## src/rtl/dispatch_pkg.sv

```systemverilog
// Shared types and constants for the multi-core instruction dispatcher.
package dispatch_pkg;

  typedef enum logic [1:0] {
    DISP_DIRECTED  = 2'b00,
    DISP_BROADCAST = 2'b01,
    DISP_RR        = 2'b10,
    DISP_RSVD      = 2'b11
  } disp_mode_e;

  localparam int DROP_W_DEF = 8;
  localparam logic [DROP_W_DEF-1:0] DROP_SAT = '1;

endpackage

```

## src/rtl/instr_fifo.sv

```systemverilog
// First-word-fall-through instruction FIFO with synchronous flush and occupancy count.
module instr_fifo #(
  parameter int DEPTH   = 4,
  parameter int INSTR_W = 32,
  parameter int CNT_W   = $clog2(DEPTH + 1)
) (
  input  logic               clk,
  input  logic               resetN,
  input  logic               flush,
  input  logic               push,
  input  logic               pop,
  input  logic [INSTR_W-1:0] din,
  output logic [INSTR_W-1:0] dout,
  output logic [CNT_W-1:0]   count,
  output logic               full,
  output logic               empty
);

  localparam int PTR_W = $clog2(DEPTH);

  logic [INSTR_W-1:0] mem [DEPTH];
  logic [PTR_W-1:0]   wr_ptr;
  logic [PTR_W-1:0]   rd_ptr;
  logic               do_push;
  logic               do_pop;

  assign full    = (count == CNT_W'(DEPTH));
  assign empty   = (count == '0);
  assign do_push = push && !full && resetN && !flush;
  assign do_pop  = pop && !empty && resetN && !flush;
  assign dout    = mem[rd_ptr];

  always_ff @(posedge clk) begin
    if (!resetN || flush) begin
      wr_ptr <= '0;
      rd_ptr <= '0;
      count  <= '0;
    end else begin
      if (do_push) wr_ptr <= wr_ptr + 1'b1;
      if (do_pop)  rd_ptr <= rd_ptr + 1'b1;
      case ({do_push, do_pop})
        2'b10:   count <= count + 1'b1;
        2'b01:   count <= count - 1'b1;
        default: count <= count;
      endcase
    end
  end

  // Storage is left unreset; only the pointers and count define what is visible.
  always_ff @(posedge clk) begin
    if (do_push) mem[wr_ptr] <= din;
  end

endmodule

```

## src/rtl/mp_instr_dispatch.sv

```systemverilog
// Routes one instruction stream into per-core FIFOs using directed, broadcast or round-robin modes.
module mp_instr_dispatch
  import dispatch_pkg::*;
#(
  parameter int N          = 3,
  parameter int DEPTH      = 4,
  parameter int INSTR_W    = 32,
  parameter int CORE_SEL_W = (N <= 1) ? 1 : $clog2(N),
  parameter int CNT_W      = $clog2(DEPTH + 1),
  parameter int DROP_W     = DROP_W_DEF
) (
  input  logic                          clk,
  input  logic                          resetN,
  input  logic                          flush,
  input  logic                          instr_valid,
  input  logic [INSTR_W-1:0]            instr_word,
  input  logic [CORE_SEL_W-1:0]         instr_core_sel,
  input  logic [1:0]                    instr_mode,
  output logic                          instr_ready,
  output logic [N-1:0]                  core_instr_valid,
  output logic [N-1:0][INSTR_W-1:0]     core_instr_word,
  input  logic [N-1:0]                  core_instr_ready,
  output logic [N-1:0][CNT_W-1:0]       fifo_count,
  output logic [N-1:0]                  fifo_full_vec,
  output logic [N-1:0]                  fifo_empty_vec,
  output logic [CORE_SEL_W-1:0]         rr_ptr_dbg,
  output logic [DROP_W-1:0]             drop_count
);

  localparam logic [DROP_W-1:0] DROP_MAX = '1;

  disp_mode_e            mode;
  logic [N-1:0]          push_vec;
  logic                  accept;
  logic                  drop;
  logic                  rr_adv;
  logic [CORE_SEL_W-1:0] rr_ptr;

  assign mode       = disp_mode_e'(instr_mode);
  assign rr_ptr_dbg = rr_ptr;

  // Ready only looks at registered full flags, so a full FIFO never takes a push even when popping.
  always_comb begin
    instr_ready = 1'b0;
    push_vec    = '0;
    accept      = 1'b0;
    drop        = 1'b0;
    rr_adv      = 1'b0;
    if (resetN && !flush) begin
      case (mode)
        DISP_BROADCAST: begin
          instr_ready = ~|fifo_full_vec;
          accept      = instr_valid && instr_ready;
          push_vec    = {N{accept}};
        end
        DISP_RR: begin
          instr_ready      = !fifo_full_vec[rr_ptr];
          accept           = instr_valid && instr_ready;
          push_vec[rr_ptr] = accept;
          rr_adv           = accept;
        end
        default: begin
          if (int'(instr_core_sel) < N) begin
            instr_ready              = !fifo_full_vec[instr_core_sel];
            accept                   = instr_valid && instr_ready;
            push_vec[instr_core_sel] = accept;
          end else begin
            instr_ready = 1'b1;
            accept      = instr_valid;
            drop        = accept;
          end
        end
      endcase
    end
  end

  always_ff @(posedge clk) begin
    if (!resetN || flush) begin
      rr_ptr <= '0;
    end else if (rr_adv) begin
      rr_ptr <= (rr_ptr == CORE_SEL_W'(N - 1)) ? '0 : rr_ptr + 1'b1;
    end
  end

  // Flush deliberately leaves the drop statistic alone.
  always_ff @(posedge clk) begin
    if (!resetN) begin
      drop_count <= '0;
    end else if (drop && drop_count != DROP_MAX) begin
      drop_count <= drop_count + 1'b1;
    end
  end

  for (genvar i = 0; i < N; i++) begin : g_core
    instr_fifo #(
      .DEPTH  (DEPTH),
      .INSTR_W(INSTR_W),
      .CNT_W  (CNT_W)
    ) u_fifo (
      .clk   (clk),
      .resetN(resetN),
      .flush (flush),
      .push  (push_vec[i]),
      .pop   (core_instr_ready[i]),
      .din   (instr_word),
      .dout  (core_instr_word[i]),
      .count (fifo_count[i]),
      .full  (fifo_full_vec[i]),
      .empty (fifo_empty_vec[i])
    );
    assign core_instr_valid[i] = !fifo_empty_vec[i];
  end

endmodule

```

## config.mk

```make
export PLATFORM = sky130hd
export DESIGN_NAME = mp_instr_dispatch
export DESIGN_NICKNAME = d
export VERILOG_FILES = /design/src/rtl/dispatch_pkg.sv /design/src/rtl/instr_fifo.sv /design/src/rtl/mp_instr_dispatch.sv
export SDC_FILE = /design/constraint.sdc
export NUM_CORES = 1
export LEC_CHECK = 0
export BUFFER_PORTS_ARGS = -buffer_cell sky130_fd_sc_hd__buf_4
export CAP_MARGIN = 20
export CORE_MARGIN = 10
export CORE_UTILIZATION = 60
export CTS_BUF_LIST = sky130_fd_sc_hd__clkbuf_2
export CTS_CLUSTER_DIAMETER = 200
export DETAILED_ROUTE_END_ITERATION = 10
export PLACE_DENSITY_LB_ADDON = 0.15
export SKIP_CTS_REPAIR_TIMING = 1
export SLEW_MARGIN = 15
export SYNTH_ARGS = -nofsm -noshare
export SYNTH_HDL_FRONTEND = slang
export SYNTH_SLANG_ARGS = --single-unit
```

## constraint.sdc

```tcl
create_clock -name clk -period 3.1 [get_ports clk]
set_input_delay 0.31 -clock clk [delete_from_list [all_inputs] [get_ports clk]]
set_output_delay 0.31 -clock clk [all_outputs]
set_load 0.01 [all_outputs]
```

==> impl_metrics.tcl, run 1 <==
set metrics [dict create \
    tightest_slew_ps 790 \
    start_util_pct 61.0 \
    ctsRootBufferMaster "clkbuf_2" \
    power_density_nw_per_um2 530 \
    clk_pin_slew_worst_paths_ps 110 \
    synth_common_cells "384 x edfxtp_1, 96 x mux4_2, 37 x dfxtp_1" \
    relSlewSlack_pct 46.5 \
    crit_fanout 18 \
    setup.worst_path.class "reg -> out" \
    endpoint_kind "output port" \
    nNetsFinal 1111 \
    ant_nets 0 \
    gp_congestion 0.791 \
    syn_avg_cell_area_sq_um 21.3 \
    yosysWarningCount 0 \
    use_met2_pct 36.1 \
    gr-usage-met3_pct 6.01 \
    min_period_over_period_pct 93.0 \
    synthTopCellsByArea "edfxtp_1 72%, mux4_2 14%, dfxtp_1 4.6%" \
    cts_made_buffers 100 \
    synth_top_area_cell "edfxtp_1" \
    cts.sinks 421 \
    rsz0062_at_grt "no" \
    num_io_pins 168 \
    worst_ir_drop_vdd_mv 0.324 \
    yosysMostFrequentCell "edfxtp_1" \
    portBuffers 167 \
    critPathArrivalTime_ps 2570 \
    die_w_microns 183 \
    first_pass_iters 5 \
    drive_gt1_share_pct 40.6 \
    die_h_microns 183 \
    antenna_found_initial 1 \
    syn_nets 813 \
    holdCritPathClass "in -> reg" \
    leakagePower_nw 6.58 \
    cts_tree "built" \
    synth_cell_types 48 \
    clock_path_buffers 3 \
    outcome "finished, final reports clean" \
    synth_top_area_share_pct 72.3 \
    grt_pass1_vias 9226 \
    drcViolationCount 0 \
    tns_ps 0 \
    reg2reg_depth 10 \
    hold_depth 6 \
    holdWs_ps 53.8 \
    layout_setup_ws_ps 217 \
    gr-usage-met1_pct 25.4 \
    design.core.area_sq_um 26100 \
    max_freq_mhz 347 \
    setup_viol 0 \
    ctsHtreeMaxLevel 3 \
    finalWirelength_microns 35200 \
    grt_pass1_wl_microns 53100 \
    cp-start-kind "flop" \
    fin_util_pct 73.4 \
    fillerInstances 1618 \
    synthesis.area_sq_um 16000 \
    synthArstFlopShare_pct 0 \
    fin_worst_skew_ps 84.3 \
    yosys_most_used_dff "edfxtp_1" \
    ys_ff_latch 421 \
    grt_max_degree 33 \
    routed_via_density 5.82 \
    final_hold_viol_count 0 \
    postSynthCellCount 749 \
    fin_crit_ps 2880 \
    insertion_delay_ps 890 \
    yosysSeqAreaShare_pct 76.9 \
    grt_usage_pct 21.0 \
    gr-max-usage-layer "met2" \
    synth_edf_count 384 \
    route.detailed.wl_per_inst_microns 24.0 \
    dpl.hpwl_microns 21400 \
    cp.required_ps 2790 \
    cap_violations 0 \
    grt_overflow 0 \
    rows 59 \
    place_ws_ps 170 \
    area_growth_syn_to_layout_pct 20.3 \
    vias 8527 \
    dieArea_sq_um 33500 \
    slew_viol_final 0 \
    drtIter0Drc 616 \
]
## cell usage in the layout (no fill, tap or decap), drive strengths merged, types with 9 or more instances in the layout
| cell | n |
|---|---|
| nand2 | 14 |
| mux4 | 96 |
| dlygate4sd3 | 40 |
| clkbuf | 138 |
| ha | 18 |
| a21oi | 12 |
| xor2 | 9 |
| mux2i | 9 |
| nor2 | 19 |
| and2 | 9 |
| buf | 190 |
| edfxtp | 384 |
| dfxtp | 37 |
| inv | 29 |
| clkinv | 40 |
## layer usage
layer | part of all wire, % | wire length, microns
met5 | 0 | 0
met1 | 38 | 13300
met4 | 1.0 | 363
met3 | 7.9 | 2770
met2 | 53 | 18700
## worst paths after layout
kind	start	endpoint	slack [ps]
worst min-delay path	instr_core_sel[1]	g_core[2].u_fifo.wr_ptr[0]$_SDFFE_PN0P_	50
worst max-delay path	flop	core_instr_word[6]	220
worst max register to register	g_core[1].u_fifo.count[2]$_SDFFE_PN0P_	g_core[0].u_fifo.count[2]$_SDFFE_PN0P_	290
worst min register to register	drop_count[5]$_SDFFE_PN0P_	drop_count[5]$_SDFFE_PN0P_	520
## cells by family after synthesis
logic type / after synthesis / synth area share [%]
AO/OA/AOI/OAI: 34 / 1.35
AND/OR/NAND/NOR: 95 / 3.44
multiplexers: 105 / 14.1
buffers and inverters: 61 / 1.71
adder cells (fa/ha/maj): 21 / 1.79
XOR/XNOR: 12 / 0.659
flip-flops: 421 / 76.9
## flip-flops by register name, summed over array words and instances (netlist names), named ones only
name	cells
g_core.u_fifo.wr_ptr	6
g_core.u_fifo.rd_ptr	6
rr_ptr_dbg	2
drop_count	8
g_core.u_fifo.mem	384
g_core.u_fifo.count	9
## per-stage QoR
stage	instance area, sq um	power [mW]	cells
2_1_floorplan	16000	6.53	749
5_1_grt	19200	10.6	1464
3_3_place_gp	17800	6.74	1240
6_report	19200	10.2	1464
3_5_place_dp	17800	6.77	1240
4_1_cts	18800	10.2	1423
## critical path: stages, from the launching register on
cell and delay, ps:
dfxtp_2 710, buf_4 390, mux4_2 400, buf_4 170
## layout make-up
type                            instances  area (sq um)  area share (%)
Sequential cell                       421         12300            64.0
Multi-Input combinational cell        267          3430            17.9
Timing Repair Buffer                  230          2010            10.5
Clock buffer                          138           691            3.60
Tap cell                              335           419            2.19
Clock inverter                         45           238            1.24
Inverter                               27           101           0.528
Antenna cell                            1          2.50          0.0130
## power by group
group          total, mW  internal, mW  switching (mW)
registers           6.26          6.24          0.0202
logic              0.415         0.190           0.225
clock network       3.48          1.39            2.09
total               10.2          7.82            2.34
No activity file was read; power rests on OpenSTA's default activity.
==> run 2: changes to the inputs <==
--- a/config.mk
+++ b/config.mk
@@ -5,6 +5,7 @@
 export SDC_FILE = /design/constraint.sdc
 export NUM_CORES = 1
 export LEC_CHECK = 0
+export ABC_AREA = 1
 export BUFFER_PORTS_ARGS = -buffer_cell sky130_fd_sc_hd__buf_4
 export CAP_MARGIN = 20
 export CORE_MARGIN = 10
==> impl_metrics.tcl, run 2 <==
set metrics [dict create \
    area_growth_syn_to_layout_pct 18.8 \
    setup.worst_path.class "reg -> out" \
    endpoint_kind "output port" \
    ctsHtreeMaxLevel 3 \
    tns_ps 0 \
    clk_pin_slew_worst_paths_ps 100 \
    cap_violations 0 \
    leakagePower_nw 7.03 \
    cts_made_buffers 102 \
    yosys_most_used_dff "edfxtp_1" \
    synthesis.area_sq_um 16200 \
    insertion_delay_ps 910 \
    portBuffers 167 \
    first_pass_iters 7 \
    place_area_sq_um 18000 \
    syn_avg_cell_area_sq_um 13.3 \
    top_regs "g_core.u_fifo.mem (384), g_core.u_fifo.count (9), drop_count (8)" \
    route.detailed.wl_per_inst_microns 19.6 \
    final_common_cell "edfxtp_1" \
    syn_nets 1289 \
    pwr-share-comb_pct 4.1 \
    top_register "g_core.u_fifo.mem" \
    die_w_microns 185 \
    cts.sinks 421 \
    fin_crit_ps 2870 \
    fin_worst_skew_ps 84.2 \
    dieArea_sq_um 34000 \
    final_hold_viol_count 0 \
    synth_cell_types 28 \
    rows 60 \
    clock_path_buffers 3 \
    power_mw 10.0 \
    outcome "finished, final reports clean" \
    sequentialPowerShare_pct 62.3 \
    routed_via_density 5.61 \
    num_io_pins 168 \
    p_int_mw 7.71 \
    holdWs_ps 83.4 \
    holdCritPathClass "in -> reg" \
    gp_congestion 0.825 \
    final_area_sq_um 19300 \
    slew_viol_final 0 \
    grt_pass1_vias 10500 \
    setup_viol 0 \
    drtIter0Drc 746 \
    p_sw_share_pct 23.0 \
    dpl.hpwl_microns 22000 \
    ctsRootBufferMaster "clkbuf_2" \
    synth_top_area_cell "edfxtp_1" \
    nNetsFinal 1566 \
    antenna_found_initial 1 \
    min_period_over_period_pct 92.6 \
    tightest_slew_ps 843 \
    largest_reg_flops 384 \
    switchingPower_mw 2.31 \
    power_density_nw_per_um2 519 \
    crit_fanout 46 \
    yosysMostFrequentCell "edfxtp_1" \
    fin_util_pct 72.0 \
    cts_tree "built" \
    vias 10700 \
    yosysSeqAreaShare_pct 75.6 \
    dp.cells 1698 \
    synthArstFlopShare_pct 0 \
    max_freq_mhz 348 \
    die_h_microns 185 \
    rsz0062_at_grt "no" \
    yosysWarningCount 0 \
    ys_ff_latch 421 \
    relSlewSlack_pct 43.7 \
    finalWirelength_microns 37500 \
    grt_pass1_wl_microns 57000 \
    start_util_pct 60.6 \
    design.core.area_sq_um 26800 \
    drcViolationCount 0 \
    grt_overflow 0 \
    grt_usage_pct 21.8 \
    synth_top_area_share_pct 71.0 \
    synth_edf_count 384 \
    drive_gt1_share_pct 25.1 \
    final_cell_mix "384 x edfxtp_1, 214 x o21ai_0, 213 x nor2_1, 196 x buf_4, 142 x clkbuf_2" \
    cp.required_ps 2790 \
    worst_ir_drop_vdd_mv 0.277 \
    cp-start-kind "flop" \
    p_clk_share_pct 33.6 \
    layout.cells.non_filler 1913 \
    synthTopCellsByArea "edfxtp_1 71%, o21ai_0 6.6%, nor2_1 5.2%" \
    critPathArrivalTime_ps 2560 \
    ant_nets 0 \
    synth_common_cells "384 x edfxtp_1, 225 x nor2_1, 214 x o21ai_0" \
    layout_setup_ws_ps 230 \
    place_ws_ps 474 \
    grt_max_degree 65 \
    postSynthCellCount 1225 \
]
## run 2: power by group through the flow
stage	combinational, mW	clock (mW)	sequential, mW
detailed placement	0.374	0	6.37
finish	0.412	3.36	6.24
global placement	0.366	0	6.37
global route	0.452	3.79	6.25
CTS	0.375	3.47	6.24
floorplan	0.142	0	6.38
## run 2: final timing paths
path | from | endpoint | slack (ps) | depth (start not counted)
hold / removal | instr_mode[1] | g_core[0].u_fifo.wr_ptr[0]$_SDFFE_PN0P_ | 80 | 6
setup / recovery | flop | core_instr_word[10] | 230 | 4
setup reg to reg | g_core[1].u_fifo.count[0]$_SDFFE_PN0P_ | g_core[2].u_fifo.count[2]$_SDFFE_PN0P_ | 580 | 14
hold reg to reg | g_core[2].u_fifo.rd_ptr[0]$_SDFFE_PN0P_ | g_core[2].u_fifo.rd_ptr[0]$_SDFFE_PN0P_ | 480 | 1
## run 2: worst max-delay path, cell delays in order (launching register included)
cell	delay, ps
dfxtp_2	330
inv_2	600
o21ai_0	170
o22ai_1	380
buf_4	210
## run 2: per-layer routing
layer  global-route usage, %  up-vias  routed length [microns]
li1                        -     5080                        -
met1                    28.5     5145                    15200
met2                    34.7      478                    18500
met3                    5.63       36                     3320
met4                    7.93        0                      489
met5                       0        -                        0
## run 2: cells by family (layout without fill, tap and decap cells)
kind of cell               count (synthesis)  in the layout  synth area share, %
AOI/OAI and AO/OA                        344            344                 11.4
xor gates and xnor gates                   1              1               0.0539
DFF                                      421            421                 75.6
other                                      0              1                    0
adders and majority gates                 21             21                 1.76
buffers and inverters                    133            479                 3.31
and+or+nand+nor                          305            305                 7.94
## run 2: area by class of cell
class	count	area [sq um]
diodes	1	2.50
clock buffers	142	711
clock inverters	31	159
fillers	1842	7500
inverters	66	251
multi-input cells	671	3520
flip-flops and latches	421	12300
well taps	341	427
repair buffers	240	1950
